## config.mk

```make
export PLATFORM = sky130hd
export DESIGN_NAME = alu_arbiter
export DESIGN_NICKNAME = d
export VERILOG_FILES = /design/src/rtl/alu_arbiter_pkg.sv /design/src/rtl/alu_arbiter_alu.sv /design/src/rtl/alu_arbiter.sv
export SDC_FILE = /design/constraint.sdc
export NUM_CORES = 1
export LEC_CHECK = 0
export BUFFER_PORTS_ARGS = -buffer_cell sky130_fd_sc_hd__buf_2
export CORE_AREA = 3 3 207 209
export DETAILED_ROUTE_END_ITERATION = 7
export DIE_AREA = 0 0 210 212
export PLACE_DENSITY = 0.63
export SLEW_MARGIN = 25
export SYNTH_ARGS = -nofsm -noshare
export SYNTH_HDL_FRONTEND = slang
export SYNTH_SLANG_ARGS = --single-unit
export TNS_END_PERCENT = 10
```

## constraint.sdc

```tcl
create_clock -name clk -period 6.9 [get_ports clk]
set_input_delay 1.035 -clock clk [delete_from_list [all_inputs] [get_ports clk]]
set_output_delay 1.035 -clock clk [all_outputs]
set_load 0.1 [all_outputs]
```

## src/rtl/alu_arbiter_pkg.sv

```systemverilog
// alu_arbiter_pkg: widths, FSM states and ALU opcodes shared by the arbiter and its ALU.
package alu_arbiter_pkg;
    localparam int XLEN    = 32;
    localparam int CTRL_W  = 4;
    localparam int SHAMT_W = $clog2(XLEN);
    localparam logic [CTRL_W-1:0] MAX_CTRL = 4'b1000;

    typedef enum logic [1:0] {
        IDLE = 2'd0,
        EXEC = 2'd1,
        RESP = 2'd2
    } state_e;

    localparam logic [CTRL_W-1:0] OP_ADD = 4'd0;
    localparam logic [CTRL_W-1:0] OP_SUB = 4'd1;
    localparam logic [CTRL_W-1:0] OP_AND = 4'd2;
    localparam logic [CTRL_W-1:0] OP_OR  = 4'd3;
    localparam logic [CTRL_W-1:0] OP_XOR = 4'd4;
    localparam logic [CTRL_W-1:0] OP_SLL = 4'd5;
    localparam logic [CTRL_W-1:0] OP_SRL = 4'd6;
    localparam logic [CTRL_W-1:0] OP_SRA = 4'd7;
    localparam logic [CTRL_W-1:0] OP_SLT = 4'd8;
endpackage

```

## src/rtl/alu_arbiter_alu.sv

```systemverilog
// alu_arbiter_alu: single-cycle combinational ALU; zero flag follows the result.
module alu_arbiter_alu
    import alu_arbiter_pkg::*;
(
    input  logic [XLEN-1:0]   a_i,
    input  logic [XLEN-1:0]   b_i,
    input  logic [CTRL_W-1:0] ctrl_i,
    output logic [XLEN-1:0]   y_o,
    output logic              zero_o
);
    logic [SHAMT_W-1:0] shamt;

    assign shamt  = b_i[SHAMT_W-1:0];
    assign zero_o = y_o == '0;

    always_comb begin
        y_o = '0;
        case (ctrl_i)
            OP_ADD:  y_o = a_i + b_i;
            OP_SUB:  y_o = a_i - b_i;
            OP_AND:  y_o = a_i & b_i;
            OP_OR:   y_o = a_i | b_i;
            OP_XOR:  y_o = a_i ^ b_i;
            OP_SLL:  y_o = a_i << shamt;
            OP_SRL:  y_o = a_i >> shamt;
            OP_SRA:  y_o = $signed(a_i) >>> shamt;
            OP_SLT:  y_o = {{(XLEN-1){1'b0}}, $signed(a_i) < $signed(b_i)};
            default: y_o = '0;
        endcase
    end
endmodule

```

## src/rtl/alu_arbiter.sv

```systemverilog
// alu_arbiter: shares one ALU between two valid/ready requesters, one transaction in flight.
// Define ALU_ARB_FIXED_PRIO_EN to give port 0 absolute priority instead of round-robin.
module alu_arbiter
    import alu_arbiter_pkg::*;
(
    input  logic              clk,
    input  logic              rst,
    input  logic              req0_valid,
    output logic              req0_ready,
    input  logic [XLEN-1:0]   req0_in1,
    input  logic [XLEN-1:0]   req0_in2,
    input  logic [CTRL_W-1:0] req0_ctrl,
    output logic              resp0_valid,
    input  logic              resp0_ready,
    output logic [XLEN-1:0]   resp0_result,
    output logic              resp0_zero,
    output logic              resp0_err,
    input  logic              req1_valid,
    output logic              req1_ready,
    input  logic [XLEN-1:0]   req1_in1,
    input  logic [XLEN-1:0]   req1_in2,
    input  logic [CTRL_W-1:0] req1_ctrl,
    output logic              resp1_valid,
    input  logic              resp1_ready,
    output logic [XLEN-1:0]   resp1_result,
    output logic              resp1_zero,
    output logic              resp1_err
);
    state_e            state_q, state_d;
    logic              owner_q, pick1, accept, resp_accept, illegal, alu_zero;
    logic              zero_q, err_q;
    logic [XLEN-1:0]   in1_q, in2_q, result_q, alu_y;
    logic [CTRL_W-1:0] ctrl_q;

`ifdef ALU_ARB_FIXED_PRIO_EN
    assign pick1 = !req0_valid;
`else
    logic last_grant_q;
    // On contention the port that did not win last time goes first.
    assign pick1 = req1_valid && !(req0_valid && last_grant_q);
    always_ff @(posedge clk) begin
        if (rst)
            last_grant_q <= 1'b1;
        else if (accept)
            last_grant_q <= pick1;
    end
`endif

    assign accept      = state_q == IDLE && (req0_valid || req1_valid);
    assign req0_ready  = accept && !pick1;
    assign req1_ready  = accept && pick1;
    assign resp0_valid = state_q == RESP && !owner_q;
    assign resp1_valid = state_q == RESP && owner_q;
    assign resp_accept = owner_q ? resp1_ready : resp0_ready;
    assign illegal     = ctrl_q > MAX_CTRL;

    assign resp0_result = result_q;
    assign resp1_result = result_q;
    assign resp0_zero   = zero_q;
    assign resp1_zero   = zero_q;
    assign resp0_err    = err_q;
    assign resp1_err    = err_q;

    alu_arbiter_alu u_alu (
        .a_i   (in1_q),
        .b_i   (in2_q),
        .ctrl_i(ctrl_q),
        .y_o   (alu_y),
        .zero_o(alu_zero)
    );

    always_comb begin
        state_d = state_q;
        case (state_q)
            IDLE:    state_d = accept ? EXEC : IDLE;
            EXEC:    state_d = RESP;
            RESP:    state_d = resp_accept ? IDLE : RESP;
            default: state_d = IDLE;
        endcase
    end

    always_ff @(posedge clk) begin
        if (rst) begin
            state_q  <= IDLE;
            owner_q  <= 1'b0;
            result_q <= '0;
            zero_q   <= 1'b0;
            err_q    <= 1'b0;
        end else begin
            state_q <= state_d;
            if (accept)
                owner_q <= pick1;
            if (state_q == EXEC) begin
                result_q <= illegal ? '0 : alu_y;
                zero_q   <= !illegal && alu_zero;
                err_q    <= illegal;
            end
        end
    end

    always_ff @(posedge clk) begin
        if (accept) begin
            in1_q  <= pick1 ? req1_in1 : req0_in1;
            in2_q  <= pick1 ? req1_in2 : req0_in2;
            ctrl_q <= pick1 ? req1_ctrl : req0_ctrl;
        end
    end
endmodule

```

[Yosys cells after proc, flatten, opt, wreduce, memory -nomap -nowiden]
Cells that the tools add are included.
Cells by class
  magnitude comparators: 2
  bitwise gates (word level): 3
  add/subtract/negate cells: 2
  shift operators: 3
  reductions and logical operators: 16
  eq/ne operators: 10
  multiplexer cells: 9
Operators by type and width (count)
  $pmux W32 S9: 1
  $mux W32: 3
  $add A32 B32 Y32: 1
  $and A32 B32 Y32: 1
  $logic_not A32 Y1: 1
  $lt A32 B32 Y1: 1
  $or A32 B32 Y32: 1
  $shl A32 B5 Y32: 1
  $shr A32 B5 Y32: 1
  $sshr A32 B5 Y32: 1
  $sub A32 B32 Y32: 1
  $xor A32 B32 Y32: 1
  $eq A4 B3 Y1 const B: 4
  $eq A4 B2 Y1 const B: 2
  $logic_and A1 B1 Y1: 8
  $pmux W2 S3: 1
  $eq A4 B1 Y1 const B: 1
  $eq A4 B4 Y1 const B: 1
  $gt A4 B4 Y1 const B: 1
  $logic_not A1 Y1: 4
  $logic_not A4 Y1: 1
  $mux W4: 1
  $eq A2 B1 Y1 const B: 1
  $eq A2 B2 Y1 const B: 1
  other kinds (4): 5
Word-level totals
  input bits: 142
  bits in registers: 106
  output and inout port bits: 72
  word-level logic and storage cells: 54

[Depth between registers and ports, before layout]
Gate-level depths: netlist of the first run.
  depth after elaboration: 5
  gate-level depth with buffers: 17
  mapped depth without buffers: 14

[Hierarchy]
From an unflattened synthesis of the first run, not the netlist that was laid out.
Second synthesis, totals
  cell total of the unflattened synthesis: 1692
  area total of the unflattened synthesis: 14208.6 um^2
By module, submodules not included
  alu_arbiter_alu: area an instance 9467.8 um^2, cells an instance 1411, seq. area each 0.0 um^2, times used 1
  alu_arbiter: area an instance 4740.8 um^2, cells an instance 281, seq. area each 2802.7 um^2, times used 1

[Least setup slack after synthesis of the first run]
OpenSTA, ideal clock, no wires.
  kind: input to output
  start point: input port req1_valid
  end point: output port req1_ready
  arrival time: 3.183 ns
  buffers on the path: 1
  data required time: 5.865 ns
  stages: 3
  path slack: 2.682 ns
  path through: a21boi_1 > clkbuf_1 > nor2b_1
Between the ends
  word-level cells in the longest chain between the ends: 3
  elaborated cells on any way between the ends: 4
  classes of those cells: reduce/logical (4)
Ends and longest elaborated chain
  start, declared: RTL line alu_arbiter.sv:18  | input logic req1_valid,
  $logic_or A1 B1 Y1: RTL line alu_arbiter.sv:49  | assign accept = state_q == IDLE && (req0_valid || req1_valid);
  $logic_and A1 B1 Y1: RTL line alu_arbiter.sv:49
  $logic_and A1 B1 Y1 *: RTL line alu_arbiter.sv:51  | assign req1_ready = accept && pick1;
  end, declared: RTL line alu_arbiter.sv:19  | output logic req1_ready,
Mark *: on every way between the ends. The rest lies on a longest branch, timed or not.

[Final worst setup path of the first run]
  start point: register in2_q[3]
  end point: register zero_q (netlist: resp0_zero)
Between the ends
  word-level cells in the longest chain between the ends: 4
  elaborated cells on any way between the ends: 12
  classes of those cells: add/sub (2); order compare (1); shift (3); mux (1); bitwise (3); reduce/logical (2)
Ends and longest elaborated chain
  start, declared: RTL line alu_arbiter.sv:32  | logic [XLEN-1:0] in1_q, in2_q, result_q, alu_y;
  start signal, assigned: RTL line alu_arbiter.sv:104  | in2_q <= pick1 ? req1_in2 : req0_in2;
  $sub A32 B32 Y32, or another cell as far along: RTL line alu_arbiter_alu.sv:20  | OP_SUB: y_o = a_i - b_i;
  $pmux W32 S9 *: RTL line alu_arbiter_alu.sv:18  | case (ctrl_i)
  $logic_not A32 Y1 *: RTL line alu_arbiter_alu.sv:14  | assign zero_o = y_o == '0;
  $logic_and A1 B1 Y1 *: RTL line alu_arbiter.sv:95  | zero_q <= !illegal && alu_zero;
  end signal, assigned: RTL line alu_arbiter.sv:95
  end, declared: RTL line alu_arbiter.sv:31  | logic zero_q, err_q;
Marked as above.
A chain may end at the register's enable or synchronous reset.

==> impl_results.md, run 1 <==
- CTS tree: yes
- Total Die Area: ~45000 µm²
- Vias in the first global route: approximately 14k
- Clock slew at reported path FFs: 80 ps
- Hold Path Origin: resp0_result[8]
- # resized after CTS: 0
- Critical Path Source: in2_q[3]
- GP Congestion: ~1.0
- Part of the cycle the worst path needs: between 60% and 70%
- Buffers on Ports: around 210
- Bufs on Longest Clock Path: 2
- Avg Cell Area, Syn: about 8.3 µm²
- FF-to-FF End: resp0_zero
- Area leader, netlist: edfxtp_1
- Synth cell count leaders: nor2_1 (165), nand2_1 (117), a21oi_1 (114)
- Synth top area cells: edfxtp_1 (14%), mux4_2 (8.9%), ha_1 (8.4%)
- Min setup slack post-route: ~2200 ps
- Drt initial violations: 2079
- WHS Path Cells: 2
- Die W: between 200 and 250 µm
- Worst r2r src: in2_q[3]
- Core ar.: roughly 41000 µm²
- Rows: 74
- Crit path cell chain: inv_2 -> ha_1 -> and3_1 -> a221oi_1 -> nor2_1 -> a221o_1 -> a2111oi_2 -> nand4b_1 -> nor4_1 -> nand4_1 -> nor4_1 -> nand4_1 -> o21ai_1
- Least-Margin Pin Slew: 1170 ps
- Number of setup violations in the final report: 0
- Post-Syn Area: about 14000 µm²
- Die Y: 212 µm
- Post-route DRC violation count: 0
- Vias per cell: roughly 6.5
- TritonCTS Sinks: about 110
- CTS buffer count: 9
- Initial antenna violation count: 0
- Via Count: 15.3k
- Core Util, Final: roughly two fifths
- HPWL after DPL: roughly 50000 µm
- Internal reg-to-reg setup slack: 2210 ps
- Fin crit period: 4690 ps
- Worst skew pair latency: 390 ps
- CP Class: reg2reg
- Sequential fraction of the synthesis area: 19.5%
- Finished Cell Area: between 15000 and 20000 µm²
- EDFF count, synth: 68
- WP data required: 7220 ps
- Fmax: between 200 and 250 MHz
- Status: finished clean
- Clock Root Buffer: clkbuf_16
- Pre-antenna DRT Iters: 6
- Sum of negative setup slack: 0 ps
- Worst hold path type: reg2reg
- Leak: 6.54 nW
- Multi-input gate area: about 10000 µm²
- Synthesized flop and latch total: 106
- PwrDens: roughly 240 nW/µm²
- Critical path's slowest cell: inv_2
- # fillers: approximately 4.3k
- Count leader, synth: nor2_1
- Worst hold margin: around 470 ps
- Reg area: 2800 µm²
- First-pass GRT wire length: 96000 µm
- Share of the synthesized area in the top cell type: approximately 14%
- Hold Fails Final Rpt: 0
- Initial core utilization: a little over a third
- Max Slew Vio Count: 0
- Largest net degree at the start of global routing: 77
- WL/cell: about 28 µm
- Normalized max-slew margin: 21.2%
- Synth Flop Type: edfxtp_1
- Setup WS pre-CTS: about 2300 ps
- Syn nets: 1969
- Crit. End Element: register
- GRT overflow: 0
- Reg2reg path depth: 13
- Startpoint Class: register
- IO Pins: 214
- Post-CTS setup buffers: 0
- Crit-path max cell delay: 590 ps
- Final WL: 66200 µm
- Critical path fanouts, max: 29
- Layout cells sized above 1: 25.3%
- Max cap viols: 0
- Antenna violation net count after detailed routing: 0
- GRT Total Usage: 28.8%
- Area Growth Syn to Fin: 11.4%
- Synth unique cells: slightly above 90
- Hold endpoint: resp0_result[8]
- Post-route clock skew: about 15 ps
- Placed inst area: approximately 16000 µm²
- Number of antenna diodes: 0
- Synth warn: 0
- Ys async rst share: 0%
- H-tree depth: 3
- Hold_buf cts: 0
- Unrepaired setup endpoints after global routing: no
- Maximum vdd drop: 131 µV
- Gate count of the mapped netlist: 1728
- Net total in the final layout: about 2.1k
- Worst Path Arrival: 5010 ps
-- flip-flops by register name, summed over array words and instances (netlist names) --
signal	flops
resp0_result	32
state_q	2
resp0_err	1
last_grant_q	1
ctrl_q	4
owner_q	1
in2_q	32
resp0_zero	1
in1_q	32
-- cell usage in the layout, fill, tap and decap left out, types with 10 or more instances in the layout --
cell | netlist | final
nand2b_1 | 21 | 21
nor3_1 | 49 | 49
o31ai_1 | 14 | 13
a211o_1 | 11 | 11
a22oi_1 | 11 | 11
xnor2_1 | 10 | 10
nor4_1 | 28 | 26
a211oi_1 | 32 | 32
a21o_1 | 22 | 22
a31oi_1 | 20 | 20
o221ai_1 | 14 | 14
dfxtp_1 | 38 | 38
buf_4 | 38 | 44
inv_1 | 94 | 93
mux4_2 | 57 | 57
mux2i_1 | 53 | 53
o211ai_1 | 36 | 36
nor2b_1 | 16 | 15
nand3_1 | 38 | 38
nand2_1 | 117 | 117
edfxtp_1 | 68 | 68
a221oi_1 | 14 | 14
buf_2 | 16 | 213
o21ai_0 | 79 | 79
nor2_1 | 165 | 165
o21a_1 | 11 | 11
a21oi_1 | 114 | 114
mux2_2 | 94 | 94
nand4_1 | 23 | 23
ha_1 | 97 | 97
o22ai_1 | 13 | 13
-- metal layers --
metal / GRT usage (%) / wire, µm / part of all wire [%] / up-vias
li1: - / - / - / 6770
met1: 40.0 / 28100 / 42 / 7376
met2: 44.3 / 28600 / 43 / 967
met3: 5.03 / 6290 / 9.5 / 182
met4: 12.2 / 3150 / 4.8 / 0
met5: 0 / 0 / 0 / -
-- worst max-delay path by stage --
stage / endpoint / cells after the start
6_report: resp0_zero / 13
2_1_floorplan: req1_ready / 3
5_1_grt: resp0_zero / 13
4_1_cts: resp0_zero / 13
3_3_place_gp: resp0_zero / 13
3_5_place_dp: resp0_zero / 13
-- critical path, delay by kind of cell (launching register included) --
kind	cells	cell delay, ps
AOI/OAI and AO/OA	4	1660
and+or+nand+nor	7	1480
buffers and inverters	1	590
adders and majority gates	1	490
DFF	1	400
-- layout make-up --
cell class | count | area share [%]
clock buffer | 9 | 1.40
clock inverter | 6 | 0.351
inverter | 98 | 2.29
multi-input combinational | 1353 | 65.4
sequential | 106 | 17.5
tap | 532 | 4.15
timing repair buffer | 259 | 8.96
-- where the power goes --
group	internal (mW)	leakage, nW	switching [mW]
logic	0.776	5.43	1.64
clock network	0.252	0.137	0.273
registers	0.767	0.977	0.142
-- cell families (layout without fill, tap and decap cells) --
family / count (synthesis) / count (layout) / synth area share, %
AOI/OAI and AO/OA: 514 / 514 / 25.0
muxes: 206 / 206 / 20.2
DFF: 106 / 106 / 19.5
and+or+nand+nor: 524 / 524 / 17.7
adders and majority gates: 99 / 99 / 8.71
buffers and inverters: 269 / 372 / 8.33
xor gates and xnor gates: 10 / 10 / 0.608
-- metrics by stage --
step,power (mW),cells
detailed placement,3.27,2348
finish,3.85,2363
global route,4.02,2363
floorplan,2.57,1728
CTS,3.81,2363
global placement,3.27,2348
Power figures use the tool's default switching activity.
==> run 2: changes to the inputs <==
--- a/config.mk
+++ b/config.mk
@@ -9,7 +9,7 @@
 export CORE_AREA = 3 3 207 209
 export DETAILED_ROUTE_END_ITERATION = 7
 export DIE_AREA = 0 0 210 212
-export PLACE_DENSITY = 0.63
+export PLACE_DENSITY = 0.65
 export SLEW_MARGIN = 25
 export SYNTH_ARGS = -nofsm -noshare
 export SYNTH_HDL_FRONTEND = slang
==> constraint.sdc (replaced) <==
create_clock -name clk -period 3.8 [get_ports clk]
set_input_delay 0.57 -clock clk [delete_from_list [all_inputs] [get_ports clk]]
set_output_delay 0.57 -clock clk [all_outputs]
set_load 0.1 [all_outputs]
==> run 2 against run 1 <==
Highest routed layer is now met5. Utilization rose by 7.3 points. Combinational power rose by 130%. Hold slack got worse by 8.1 ps. Register-to-register slack got worse by 2200 ps. Power rose by 110%. Largest cell class unchanged. Flip-flop and latch count did not move. First-iteration DRC count rose by 5.5%. Largest power group unchanged. The run now ends with setup timing left. Via count rose by 9.8%.
==> impl_results.md, run 2 (synthesized netlist as in run 1, its figures left out) <==
- # fillers: 4099 (was 4260)
- Buffers on Ports: 213 (unchanged)
- Post-route DRC violation count: 0 (unchanged)
- Initial antenna violation count: 3 (was 0)
- IO Pins: 214 (unchanged)
- Unrepaired setup endpoints after global routing: yes (was no)
- Leak: 8.35 nW (was 6.54 nW)
- GP Congestion: 1.06 (was 1.04)
- Vias in the first global route: 15.9k (was 14.2k)
- Finished Layout Cells: 2728 (was 2363)
- Net total in the final layout: 2431 (was 2068)
- CTS tree: yes (unchanged)
- WL/cell: 25.5 µm (was 28.0 µm)
- First-pass GRT wire length: 102000 µm (was 96000 µm)
- Die Y: 212 µm (unchanged)
- Clock slew at reported path FFs: 80 ps (about the same)
- Reg2reg path depth: 17 (was 13)
- Crit-path max cell delay: 420 ps (was 590 ps)
- Max Slew Vio Count: 0 (unchanged)
- Clock Root Buffer: clkbuf_16 (unchanged)
- Drt initial violations: 2193 (was 2079)
- PwrDens: 421 nW/µm² (was 240 nW/µm²)
- CP Class: reg2reg (unchanged)
- CTS buffer count: 9 (unchanged)
- GRT overflow: 0 (unchanged)
- Worst Path Arrival: 4140 ps (was 5010 ps)
- Number of setup violations in the final report: 1 (was 0)
- Crit. End Element: register (unchanged)
- Most common cell after layout, fill and taps aside: buf_4 (was buf_2)
- Normalized max-slew margin: 44.7% (was 21.2%)
- Hold Fails Final Rpt: 0 (unchanged)
- Hold Path Origin: req1_in2[28] (was resp0_result[8])
- Worst hold path type: in2reg (was reg2reg)
- Multi-input gate area: 10600 µm² (was 10500 µm²)
- Layout cells sized above 1: 38.7% (was 25.3%)
- Rows: 74 (unchanged)
- Die W: 210 µm (unchanged)
- Min setup slack post-route: -11.6 ps (was 2210 ps)
- Largest net degree at the start of global routing: 66 (was 77)
- Via Count: 16.8k (was 15.3k)
- GRT Total Usage: 30.6% (was 28.8%)
- Fin crit period: 3810 ps (was 4690 ps)
- WHS Path Cells: 2 (unchanged)
- Final WL: 69600 µm (was 66200 µm)
- H-tree depth: 3 (unchanged)
- Initial core utilization: 35.1% (unchanged)
- Area Growth Syn to Fin: 32.1% (was 11.4%)
- Total Die Area: 44500 µm² (unchanged)
- Worst skew pair latency: 400 ps (was 390 ps)
- Critical path fanouts, max: 5 (was 29)
- Startpoint Class: register (unchanged)
- Failing checks: setup timing
- Placed cell count: 2707 (was 2348)
- Bufs on Longest Clock Path: 2 (unchanged)
- Core ar.: 41000 µm² (unchanged)
- Design Power: 8.00 mW (was 3.85 mW)
- Internal reg-to-reg setup slack: -10 ps (was 2210 ps)
- Worst r2r src: in1_q[0] (was in2_q[3])
- HPWL after DPL: 56100 µm (was 50400 µm)
- Critical path's slowest cell: edfxtp_1 (was inv_2)
- Pre-antenna DRT Iters: 6 (unchanged)
- Least-Margin Pin Slew: 827 ps (was 1170 ps)
- Antenna violation net count after detailed routing: 0 (unchanged)
- Status: complete, but fails checks (was finished clean)
- Crit path cell chain: buf_4 -> inv_1 -> ha_1 -> fa_2 -> o21bai_1 -> a211o_1 -> buf_4 -> nand3_1 -> nand3_2 -> a2111o_1 -> a211o_1 -> nor4_2 -> nand4_1 -> nor4_2 -> buf_4 -> nand4_1 -> o21ai_1 (was inv_2 -> ha_1 -> and3_1 -> a221oi_1 -> nor2_1 -> a221o_1 -> a2111oi_2 -> nand4b_1 -> nor4_1 -> nand4_1 -> nor4_1 -> nand4_1 -> o21ai_1)
- Most frequent cells in the layout: buf_4 (397), buf_2 (213), nor2_1 (164), nand2_1 (117), a21oi_1 (111) (was buf_2 (213), nor2_1 (165), nand2_1 (117), a21oi_1 (114), ha_1 (97))
- Vias per cell: 6.15 (was 6.47)
- Part of the cycle the worst path needs: 100% (was 68.0%)
- Max cap viols: 0 (unchanged)
- WP data required: 4130 ps (was 7220 ps)
- Maximum vdd drop: 272 µV (was 131 µV)
- TritonCTS Sinks: 106 (unchanged)
- Fmax: 262 MHz (was 213 MHz)
- Reg area: 2800 µm² (unchanged)
- Critical Path Source: in1_q[0] (was in2_q[3])
- Core Util, Final: 46.4% (was 39.1%)
- Worst path most repeated cell: buf_4
- Post-route clock skew: 12.6 ps (was 15.1 ps)
## run 2: changes by cell type in the layout (fill, tap and decap cells not counted), sizes merged
cell,delta
buf,+363
clkinvlp,+2
clkbuf,+1
inv,-4
clkinv,+1
diode,+2
## run 2: power breakdown
group | switching (mW) | leakage, nW | total, mW | internal [mW]
registers | 0.137 | 0.977 | 1.53 | 1.39
logic | 3.35 | 7.25 | 5.55 | 2.20
clock network | 0.481 | 0.121 | 0.924 | 0.444
## run 2: final cells by class
| class | count | share of cell area [%] |
|---|---|---|
| multi-input cells | 1353 | 55.9 |
| repair buffers | 622 | 22.5 |
| flip-flops and latches | 106 | 14.7 |
| well taps | 532 | 3.50 |
| inverters | 98 | 1.93 |
| clock buffers | 10 | 1.20 |
| clock inverters | 5 | 0.211 |
| diodes | 2 | 0.0263 |
## run 2: critical path: cells and delay by family (launching register included)
| family | cells | cell delay (ps) |
|---|---|---|
| adder cells (fa/ha/maj) | 2 | 420 |
| AND/OR/NAND/NOR | 6 | 990 |
| flip-flops | 1 | 420 |
| buffers and inverters | 4 | 550 |
| AO/OA/AOI/OAI | 5 | 1340 |
## run 2: metrics by stage
step           hold slack, ps  area [µm²]  setup WS, ps  setup TNS, ps
6_report                  463       19000         -11.6          -11.6
5_1_grt                   459       19000          -211           -331
4_1_cts                   442       18900         -15.9          -15.9
3_5_place_dp              456       18500          -223           -233
3_3_place_gp              451       18500          -177           -177
2_1_floorplan             436       14400          27.6              0
## run 2: path summary, 6_finish.rpt
kind / end
setup reg to reg: resp0_zero
setup / recovery: resp0_zero
hold reg to reg: resp0_result[28]
hold / removal: in2_q[28]
## run 2: layer usage
| layer | track usage, % | wire length (µm) |
|---|---|---|
| met5 | 0 | 26 |
| met4 | 11.7 | 2780 |
| met3 | 6.11 | 6970 |
| met2 | 49.0 | 31400 |
| met1 | 41.0 | 28500 |
## run 2: timing repair
item / in CTS / in global routing
endpoints found under the setup margin: 2 / 6
buffers inserted: 1 / 3
pin swaps: 0 / 11
hold buffers: 0 / 0
resized for setup: 20 / 24
